**src/rtl/uart_arb_pkg.sv**
```systemverilog
// Shared constants and state encoding for the UART transmit arbiter.
// Imported by the picker and the arbiter top.
package uart_arb_pkg;

  localparam int BYTE_W        = 8;
  localparam int DEF_N_REQ     = 4;
  localparam int DEF_MAX_BURST = 16;

  typedef enum logic [1:0] {
    ST_IDLE = 2'd0,
    ST_LOAD = 2'd1,
    ST_WAIT = 2'd2
  } arb_state_e;

endpackage

```
**src/rtl/uart_tx_arbiter_rr_pick.sv**
```systemverilog
// Combinational round-robin picker: first set bit of req at or above ptr,
// wrapping past N_REQ-1 back to 0.
module rr_pick
  import uart_arb_pkg::*;
#(
  parameter int N_REQ = DEF_N_REQ
) (
  input  logic [N_REQ-1:0]         req,
  input  logic [$clog2(N_REQ)-1:0] ptr,
  output logic [N_REQ-1:0]         pick,
  output logic [$clog2(N_REQ)-1:0] pick_idx,
  output logic                     pick_valid
);

  localparam int PW = $clog2(N_REQ);

  logic [PW:0] slot;

  // One extra bit on slot so ptr+k can be wrapped for non-power-of-two N_REQ.
  always_comb begin
    pick       = '0;
    pick_idx   = '0;
    pick_valid = 1'b0;
    slot       = '0;
    for (int k = 0; k < N_REQ; k++) begin
      slot = {1'b0, ptr} + (PW+1)'(k);
      if (slot >= (PW+1)'(N_REQ)) begin
        slot = slot - (PW+1)'(N_REQ);
      end
      if (!pick_valid && req[slot[PW-1:0]]) begin
        pick_valid              = 1'b1;
        pick[slot[PW-1:0]]      = 1'b1;
        pick_idx                = slot[PW-1:0];
      end
    end
  end

endmodule

```
**src/rtl/uart_tx_arbiter.sv**
```systemverilog
// Shares one UART transmitter among N_REQ byte-stream requesters with
// round-robin grants, message-granular ownership and a per-grant burst cap.
module uart_tx_arbiter
  import uart_arb_pkg::*;
#(
  parameter int N_REQ     = DEF_N_REQ,
  parameter int MAX_BURST = DEF_MAX_BURST
) (
  input  logic                      clk,
  input  logic                      reset,
  input  logic [N_REQ-1:0]          req,
  input  logic [BYTE_W*N_REQ-1:0]   req_data,
  input  logic [N_REQ-1:0]          req_last,
  output logic [N_REQ-1:0]          req_ack,
  output logic [N_REQ-1:0]          grant,
  output logic [BYTE_W-1:0]         tx_data,
  output logic                      tx_start,
  input  logic                      tx_done,
  output logic                      busy
);

  localparam int         PW        = $clog2(N_REQ);
  localparam logic [7:0] BURST_MAX = 8'(MAX_BURST);

  arb_state_e        state_q, state_d;
  logic [N_REQ-1:0]  grant_q, grant_d;
  logic [PW-1:0]     gidx_q, gidx_d;
  logic [PW-1:0]     rr_ptr_q, rr_ptr_d;
  logic [7:0]        count_q, count_d;
  logic              last_q, last_d;
  logic [BYTE_W-1:0] tx_data_q, tx_data_d;
  logic              tx_start_q, tx_start_d;
  logic [N_REQ-1:0]  req_ack_q, req_ack_d;

  logic [N_REQ-1:0]  pick;
  logic [PW-1:0]     pick_idx;
  logic              pick_valid;
  logic [PW-1:0]     ptr_after_owner;
  logic [BYTE_W-1:0] lane [N_REQ];

  genvar gi;
  generate
    for (gi = 0; gi < N_REQ; gi++) begin : g_lane
      assign lane[gi] = req_data[gi*BYTE_W +: BYTE_W];
    end
  endgenerate

  rr_pick #(.N_REQ(N_REQ)) u_rr_pick (
    .req        (req),
    .ptr        (rr_ptr_q),
    .pick       (pick),
    .pick_idx   (pick_idx),
    .pick_valid (pick_valid)
  );

  assign ptr_after_owner = (gidx_q == PW'(N_REQ-1)) ? '0 : gidx_q + PW'(1);

  always_comb begin
    state_d    = state_q;
    grant_d    = grant_q;
    gidx_d     = gidx_q;
    rr_ptr_d   = rr_ptr_q;
    count_d    = count_q;
    last_d     = last_q;
    tx_data_d  = tx_data_q;
    tx_start_d = 1'b0;
    req_ack_d  = '0;
    case (state_q)
      ST_IDLE: begin
        if (pick_valid) begin
          grant_d = pick;
          gidx_d  = pick_idx;
          state_d = ST_LOAD;
        end else begin
          grant_d = '0;
        end
      end
      ST_LOAD: begin
        if (req[gidx_q]) begin
          tx_data_d  = lane[gidx_q];
          tx_start_d = 1'b1;
          req_ack_d  = grant_q;
          last_d     = req_last[gidx_q];
          count_d    = count_q + 8'd1;
          state_d    = ST_WAIT;
        end else begin
          // Owner walked away mid-message; its burst allowance goes with it.
          grant_d  = '0;
          count_d  = '0;
          rr_ptr_d = ptr_after_owner;
          state_d  = ST_IDLE;
        end
      end
      ST_WAIT: begin
        // A done pulse coincident with our own start belongs to a stale frame.
        if (tx_done && !tx_start_q) begin
          if (last_q || count_q >= BURST_MAX) begin
            grant_d  = '0;
            count_d  = '0;
            rr_ptr_d = ptr_after_owner;
            state_d  = ST_IDLE;
          end else begin
            state_d = ST_LOAD;
          end
        end
      end
      default: begin
        state_d = ST_IDLE;
        grant_d = '0;
      end
    endcase
  end

  always_ff @(posedge clk or negedge reset) begin
    if (!reset) begin
      state_q    <= ST_IDLE;
      grant_q    <= '0;
      gidx_q     <= '0;
      rr_ptr_q   <= '0;
      count_q    <= '0;
      last_q     <= 1'b0;
      tx_data_q  <= '0;
      tx_start_q <= 1'b0;
      req_ack_q  <= '0;
    end else begin
      state_q    <= state_d;
      grant_q    <= grant_d;
      gidx_q     <= gidx_d;
      rr_ptr_q   <= rr_ptr_d;
      count_q    <= count_d;
      last_q     <= last_d;
      tx_data_q  <= tx_data_d;
      tx_start_q <= tx_start_d;
      req_ack_q  <= req_ack_d;
    end
  end

  assign grant    = grant_q;
  assign req_ack  = req_ack_q;
  assign tx_data  = tx_data_q;
  assign tx_start = tx_start_q;
  assign busy     = (state_q != ST_IDLE);

endmodule

```
**config.mk**
```make
export PLATFORM = sky130hd
export DESIGN_NAME = uart_tx_arbiter
export DESIGN_NICKNAME = d
export VERILOG_FILES = /design/src/rtl/uart_arb_pkg.sv /design/src/rtl/uart_tx_arbiter_rr_pick.sv /design/src/rtl/uart_tx_arbiter.sv
export SDC_FILE = /design/constraint.sdc
export NUM_CORES = 1
export LEC_CHECK = 0
export ABC_AREA = 0
export ABC_CLOCK_PERIOD_IN_PS = 2900
export CAP_MARGIN = 25
export CORE_MARGIN = 10
export CORE_UTILIZATION = 47
export DETAILED_ROUTE_END_ITERATION = 8
export GPL_ROUTABILITY_DRIVEN = 0
export PLACE_DENSITY = 0.8
export SLEW_MARGIN = 5
export SYNTH_ARGS = -nofsm -noshare
export SYNTH_HDL_FRONTEND = slang
export SYNTH_HIERARCHICAL = 1
export SYNTH_SLANG_ARGS = --single-unit
export TNS_END_PERCENT = 5
```
**constraint.sdc**
```tcl
create_clock -name clk -period 2.9 [get_ports clk]
set_input_delay 0.87 -clock clk [delete_from_list [all_inputs] [get_ports clk]]
set_output_delay 0.87 -clock clk [all_outputs]
set_load 0.05 [all_outputs]
```
# After elaboration in Yosys (flattened, before gate mapping)
# Index checks and enable logic that the tools add are counted.
dict set report totals {
  reg_bits 32
  latchBits 0
  ramBits 0
  mem_bits_ro 0
  in_bits 43
  out_inout_bits 18
  wordCells 127
  n_memories 0
}
dict set report op_classes {
  addsub 9
  multipliers 0
  n_div 0
  n_lt_le_gt_ge 15
  n_eq_ne 7
  shifts 0
  n_mux 61
  n_bitwise 4
  reduce_logical 22
}
# op n
set ops {}
lappend ops {{2-to-1 mux 8 bit} 5}
lappend ops {{2-to-1 mux 4 bit} 9}
lappend ops {{2-to-1 mux 2 bit} 15}
lappend ops {{2-to-1 mux 1 bit} 17}
lappend ops {{binary-select mux 8 bit (select 2 bit)} 1}
lappend ops {{case mux 8 bit (2 select lines)} 1}
lappend ops {{less-than comparator 2 x 3 -> 1 bit, second input constant} 5}
lappend ops {{binary-select mux 1 bit (select 2 bit)} 6}
lappend ops {{>= comparator 3 bit, second input constant} 4}
lappend ops {{bitwise OR 4 bit} 3}
lappend ops {{case mux 4 bit (3 select lines)} 1}
lappend ops {{adder 8 x 1 -> 8 bit, second input constant} 1}
lappend ops {{demux 1 bit (select 2 bit)} 4}
lappend ops {{>= comparator 2 x 1 -> 1 bit, second input constant} 4}
lappend ops {{>= comparator 8 x 5 -> 1 bit, second input constant} 1}
lappend ops {{logical AND 1 bit} 8}
lappend ops {{inequality test 2 bit, second input constant} 4}
lappend ops {{AND reduction 2 bit} 4}
lappend ops {{subtractor 2 x 1 -> 2 bit, second input constant} 4}
lappend ops {{adder 2 x 2 -> 3 bit, second input constant} 2}
lappend ops {{case mux 2 bit (3 select lines)} 1}
lappend ops {{equality test 2 bit, second input constant} 2}
lappend ops {{logical NOT 1 bit} 4}
lappend ops {{case mux 2 bit (2 select lines)} 1}
lappend ops {{10 further kinds} 11}

# Logic depth before layout (Yosys ltp)
dict set report depth {
  word_depth 16
  depth_mapped 10
  mapped_depth_nobuf 8
}

# By module
# Netlist, hierarchy kept.
# module n_inst cells_each area_per_inst_um2 seq_area_each_um2
set by_module_without_submodules {}
lappend by_module_without_submodules {uart_tx_arbiter 1 141 1610.3 800.8}
lappend by_module_without_submodules {rr_pick 1 45 419.2 0.0}

# Worst setup path after synthesis
# No wires, ideal clock.
dict set report synth_timing {
  kind {in2reg}
  from {input req[2]}
  to {register gidx_q[1]}
  setup_ps 125
  t_arrival_ps 2321
  required_time_ps 2775
  slack_ps 454
  cell_stages 6
  n_path_buf 1
  path_cell_list {mux4_2 > buf_6 > nor4b_4 > nor2_1 > a32o_1 > mux2_2}
}
dict set report synth_via {
  word_cells_on_any_way 23
  cone_classes {mux: 16; reduce/logical: 7}
}
# element line
set synth_lines {}
lappend synth_lines {{start: declaration} uart_tx_arbiter.sv:11} ;# input logic [N_REQ-1:0] req,
lappend synth_lines {{binary-select mux 1 bit (select 2 bit)} uart_tx_arbiter_rr_pick.sv:30} ;# if (!pick_valid && req[slot[PW-1:0]]) begin
lappend synth_lines {{2-to-1 mux 1 bit (not written as such)} uart_tx_arbiter_rr_pick.sv:30}
lappend synth_lines {{2-to-1 mux 1 bit} uart_tx_arbiter_rr_pick.sv:30}
lappend synth_lines {{logical NOT 1 bit} uart_tx_arbiter_rr_pick.sv:30}
lappend synth_lines {{logical AND 1 bit} uart_tx_arbiter_rr_pick.sv:30}
lappend synth_lines {{2-to-1 mux 1 bit} uart_tx_arbiter_rr_pick.sv:30}
lappend synth_lines {{logical NOT 1 bit} uart_tx_arbiter_rr_pick.sv:30}
lappend synth_lines {{logical AND 1 bit} uart_tx_arbiter_rr_pick.sv:30}
lappend synth_lines {{2-to-1 mux 1 bit} uart_tx_arbiter_rr_pick.sv:30}
lappend synth_lines {{logical NOT 1 bit} uart_tx_arbiter_rr_pick.sv:30}
lappend synth_lines {{logical AND 1 bit} uart_tx_arbiter_rr_pick.sv:30}
lappend synth_lines {{2-to-1 mux 2 bit *} uart_tx_arbiter_rr_pick.sv:30}
lappend synth_lines {{via pick_idx[1]} uart_tx_arbiter.sv:36} ;# logic [PW-1:0] pick_idx;
lappend synth_lines {{end signal: assignment} uart_tx_arbiter.sv:128} ;# gidx_q <= gidx_d;
lappend synth_lines {{end: declaration} uart_tx_arbiter.sv:27} ;# logic [PW-1:0] gidx_q, gidx_d;
# Mark *: on every way through the listed nets, which the timed path passes. The rest lies on a longest branch. The select of a mux whose other input is x is not followed.
# A chain may end at the register's enable or synchronous reset.

# Worst setup path after layout
dict set report layout_timing {
  from {input req[3]}
  to {register gidx_q[1]}
}
dict set report layout_via {
  elab_chain_cells 13
  word_cells_on_any_way 23
  cone_classes {mux: 16; reduce/logical: 7}
}
# element line
set layout_rtl {}
lappend layout_rtl {{binary-select mux 1 bit (select 2 bit)} uart_tx_arbiter_rr_pick.sv:30}
lappend layout_rtl {{2-to-1 mux 1 bit (not written as such)} uart_tx_arbiter_rr_pick.sv:30}
lappend layout_rtl {{2-to-1 mux 1 bit} uart_tx_arbiter_rr_pick.sv:30}
lappend layout_rtl {{logical NOT 1 bit} uart_tx_arbiter_rr_pick.sv:30}
lappend layout_rtl {{logical AND 1 bit} uart_tx_arbiter_rr_pick.sv:30}
lappend layout_rtl {{2-to-1 mux 1 bit} uart_tx_arbiter_rr_pick.sv:30}
lappend layout_rtl {{logical NOT 1 bit} uart_tx_arbiter_rr_pick.sv:30}
lappend layout_rtl {{logical AND 1 bit} uart_tx_arbiter_rr_pick.sv:30}
lappend layout_rtl {{2-to-1 mux 1 bit} uart_tx_arbiter_rr_pick.sv:30}
lappend layout_rtl {{logical NOT 1 bit} uart_tx_arbiter_rr_pick.sv:30}
lappend layout_rtl {{logical AND 1 bit} uart_tx_arbiter_rr_pick.sv:30}
lappend layout_rtl {{2-to-1 mux 1 bit *} uart_tx_arbiter_rr_pick.sv:30}
lappend layout_rtl {{via pick_valid} uart_tx_arbiter.sv:37} ;# logic pick_valid;
lappend layout_rtl {{AND reduction 2 bit (no line) *} -}
# Marks and branches as above.

==> results.yml <==
outcome:
  outcome: "complete, no violations"
clock_network:
  cts_tree: "yes"
  cts-root-buf: "clkbuf_8"
  numClockSinks: 32
  htree_levels: 2
  clock_path_buffers: 2
  holdBufCountCts: 0
  numCtsBuffers: 5
  clk_latency_ns: 0.28
  clk_pin_slew_ns: 0.06
  cts_setup_buffers: 0
  cts_resized: 0
timing:
  slew_viol_final: 0
  setup_viol: 0
  fin_crit_sh_pct: 91.9
  rsz0062_at_grt: "no"
  worst_slack_ns: 0.233
  max_freq_mhz: 375
  slew_headroom_pct: 64.2
  tns_ns: 0
  worstMarginPinSlew_ns: 0.535
  fin_crit_ns: 2.67
  skew_ns: 0.00703
  hold_viol_final: 0
floorplanning:
  start_util_pct: 49.7
  io_pins: 61
  rows: 23
  dieArea_sq_um: 7350
  core_sq_um: 4090
  die_h_um: 85.7
  fp.dieW_um: 85.7
yosys:
  synth_top_area_share_pct: 39.5
  synth-simple-area-share_pct: 16.6
  post_synth_mux_area_share_pct: 19.7
  synthTopCellsByArea: "dfrtp_1 (39%), mux4_2 (13%), nand2_1 (6.3%)"
  synth_fp_nets: 237
  yosysWarnings: 6
  synth.distinct_cells: 38
  synthAdderAreaFrac_pct: 4.93
  netlist_instances: 186
  synth_top_family_by_area: "multiplexers"
  yosysMostFrequentCell: "nand2_1"
  yosysSeqAreaShare_pct: 39.5
  synth_ff_type: "dfrtp_1"
  syn_avg_cell_area_sq_um: 10.9
  syn_area_sq_um: 2030
  synth_edf_count: 0
  yosysTopAreaCell: "dfrtp_1"
  synth_xor_area_share_pct: 0
  ys_ff_latch: 32
  synth-compound-area-share_pct: 15.4
  async_flop_share_pct: 100
  synth_common_cells: "nand2_1 (34), dfrtp_1 (32), mux4_2 (12)"
run:
  drv_cap: 0
drt:
  drt-total-wl_mm: 5.03
  drcViolationCount: 0
  dr.pass1.iters: 4
  vias: 1731
  ant_nets: 0
  avgRoutedWirePerCell_um: 16.3
  viasPerCell: 5.62
  drt_iter0_markers: 115
critical_path:
  crit_arrival_ns: 2.83
  cp_data_required_time_ns: 3.06
  path_buf_inv: 2
  crit_slowest_cell: "mux4_2"
  endpoint_kind: "register"
  worstSetupPathType: "in2reg"
  r2r_start: "rr_ptr_q[0]$_DFFE_PN0P_"
  critPathTopFamily: "multiplexers"
  critPathLaunchType: "primary input"
  worst_path_largest_cell_delay_ns: 0.59
  cp_cell_sequence: "clkdlybuf4s50_1 -> mux4_2 -> nor3_1 -> nand2b_1 -> inv_1 -> nor2_1 -> mux2_2"
  worstPathMaxFanout: 7
  startpoint: "req[3]"
global_route:
  grt_overflow: 0
  antenna_found_initial: 0
  grt_util_all_layers_pct: 14.1
  grt_pass1_wl_mm: 8.58
  grt_max_degree: 33
  met2_usage_pct: 22.2
  grt-busiest-layer: "met2"
  use_met3_pct: 7.85
  grt_use_met1_pct: 16.5
  first_global_vias: 1798
power_and_ir_drop:
  leakagePower_uw: 0.00126
  ir_worst_vdd_v: 0.000536
  power_density_nw_per_um2: 1070
finish:
  drive_gt1_share_pct: 17.4
  final_nets: 308
  synthToLayoutAreaGrowth_pct: 40.8
  diodes: 0
placement:
  numPortBuffers: 60
  pre_cts_slack_ns: -0.0383
  dp_hpwl_mm: 3.94
min_path:
  min-delay-start: "tx_data[1]$_DFFE_PN0P_"
  hp-class: "reg2reg"
cell usage in the layout, fill, tap and decap left out, types with 7 or more instances in the layout:
cell and n:
clkdlybuf4s50_1 60, nand2_1 34, dfrtp_1 32, mux4_2 12, buf_4 11, o21ai_0 9, inv_1 8, ha_1 8
a22oi_1 8, nand2b_1 7, clkbuf_8 7
tightest hold or removal path, cell delays in order (launching register included):
cell,delay (ns)
dfrtp_1,0.34
nand2_1,0.05
nand2_1,0.05
power by group:
group	leakage (uW)	switching [uW]	internal, uW	total, uW
Combinational	0.000777	1010	808	1820
Clock	0.0000645	159	303	462
Sequential	0.000417	163	602	765
Total	0.00126	1330	1710	3050
cells by family (layout without fill, tap and decap cells):
logic type               Yosys count  after routing
AO/OA/AOI/OAI                     43             43
adder cells (fa/ha/maj)            8              8
buffers and inverters             16             88
flip-flops                        32             32
multiplexers                      21             21
AND/OR/NAND/NOR                   66             66
worst paths after layout:
path	depth (start not counted)	end	slack (ns)
worst max-delay path	7	gidx_q[1]$_DFFE_PN0P_	0.23
worst min-delay path	2	tx_data[1]$_DFFE_PN0P_	0.48
worst max register to register	8	gidx_q[1]$_DFFE_PN0P_	0.37
worst min register to register	2	tx_data[1]$_DFFE_PN0P_	0.48
max in group asynchronous	2	tx_start$_DFF_PN0_	1.63
min in group asynchronous	2	count_q[6]$_DFFE_PN0P_	0.99
cell type report:
class,instances,area [sq um]
clock buffer,7,96.3
multi-input combinational,138,1150
tap,50,62.6
fill,308,1230
sequential,32,801
timing repair buffer,71,683
inverter,9,33.8
clock inverter,1,30.0
state kept, by name (all words and copies together), names as in the netlist:
signal	cells
req_ack	4
state_q	2
gidx_q	2
count_q	8
grant	4
last_q	1
rr_ptr_q	2
tx_data	8
tx_start	1
metrics by stage:
stage	utilization [%]	hold WS [ns]	instances	total power, uW	instance area [sq um]
floorplan	-	0.456	186	2070	2030
global placement	66.8	0.459	300	2550	2730
detailed placement	66.8	0.462	300	2590	2730
CTS	69.9	0.478	308	3060	2860
global route	69.9	0.508	308	3260	2860
finish	69.9	0.478	308	3050	2860
metal layers:
metal / vias to the layer above / share of wire [%]
li1: 839 / -
met1: 827 / 42
met2: 59 / 47
met3: 6 / 10
met4: 0 / 0.64
met5: - / 0
Note: power is estimated with default switching activity, not from simulation.
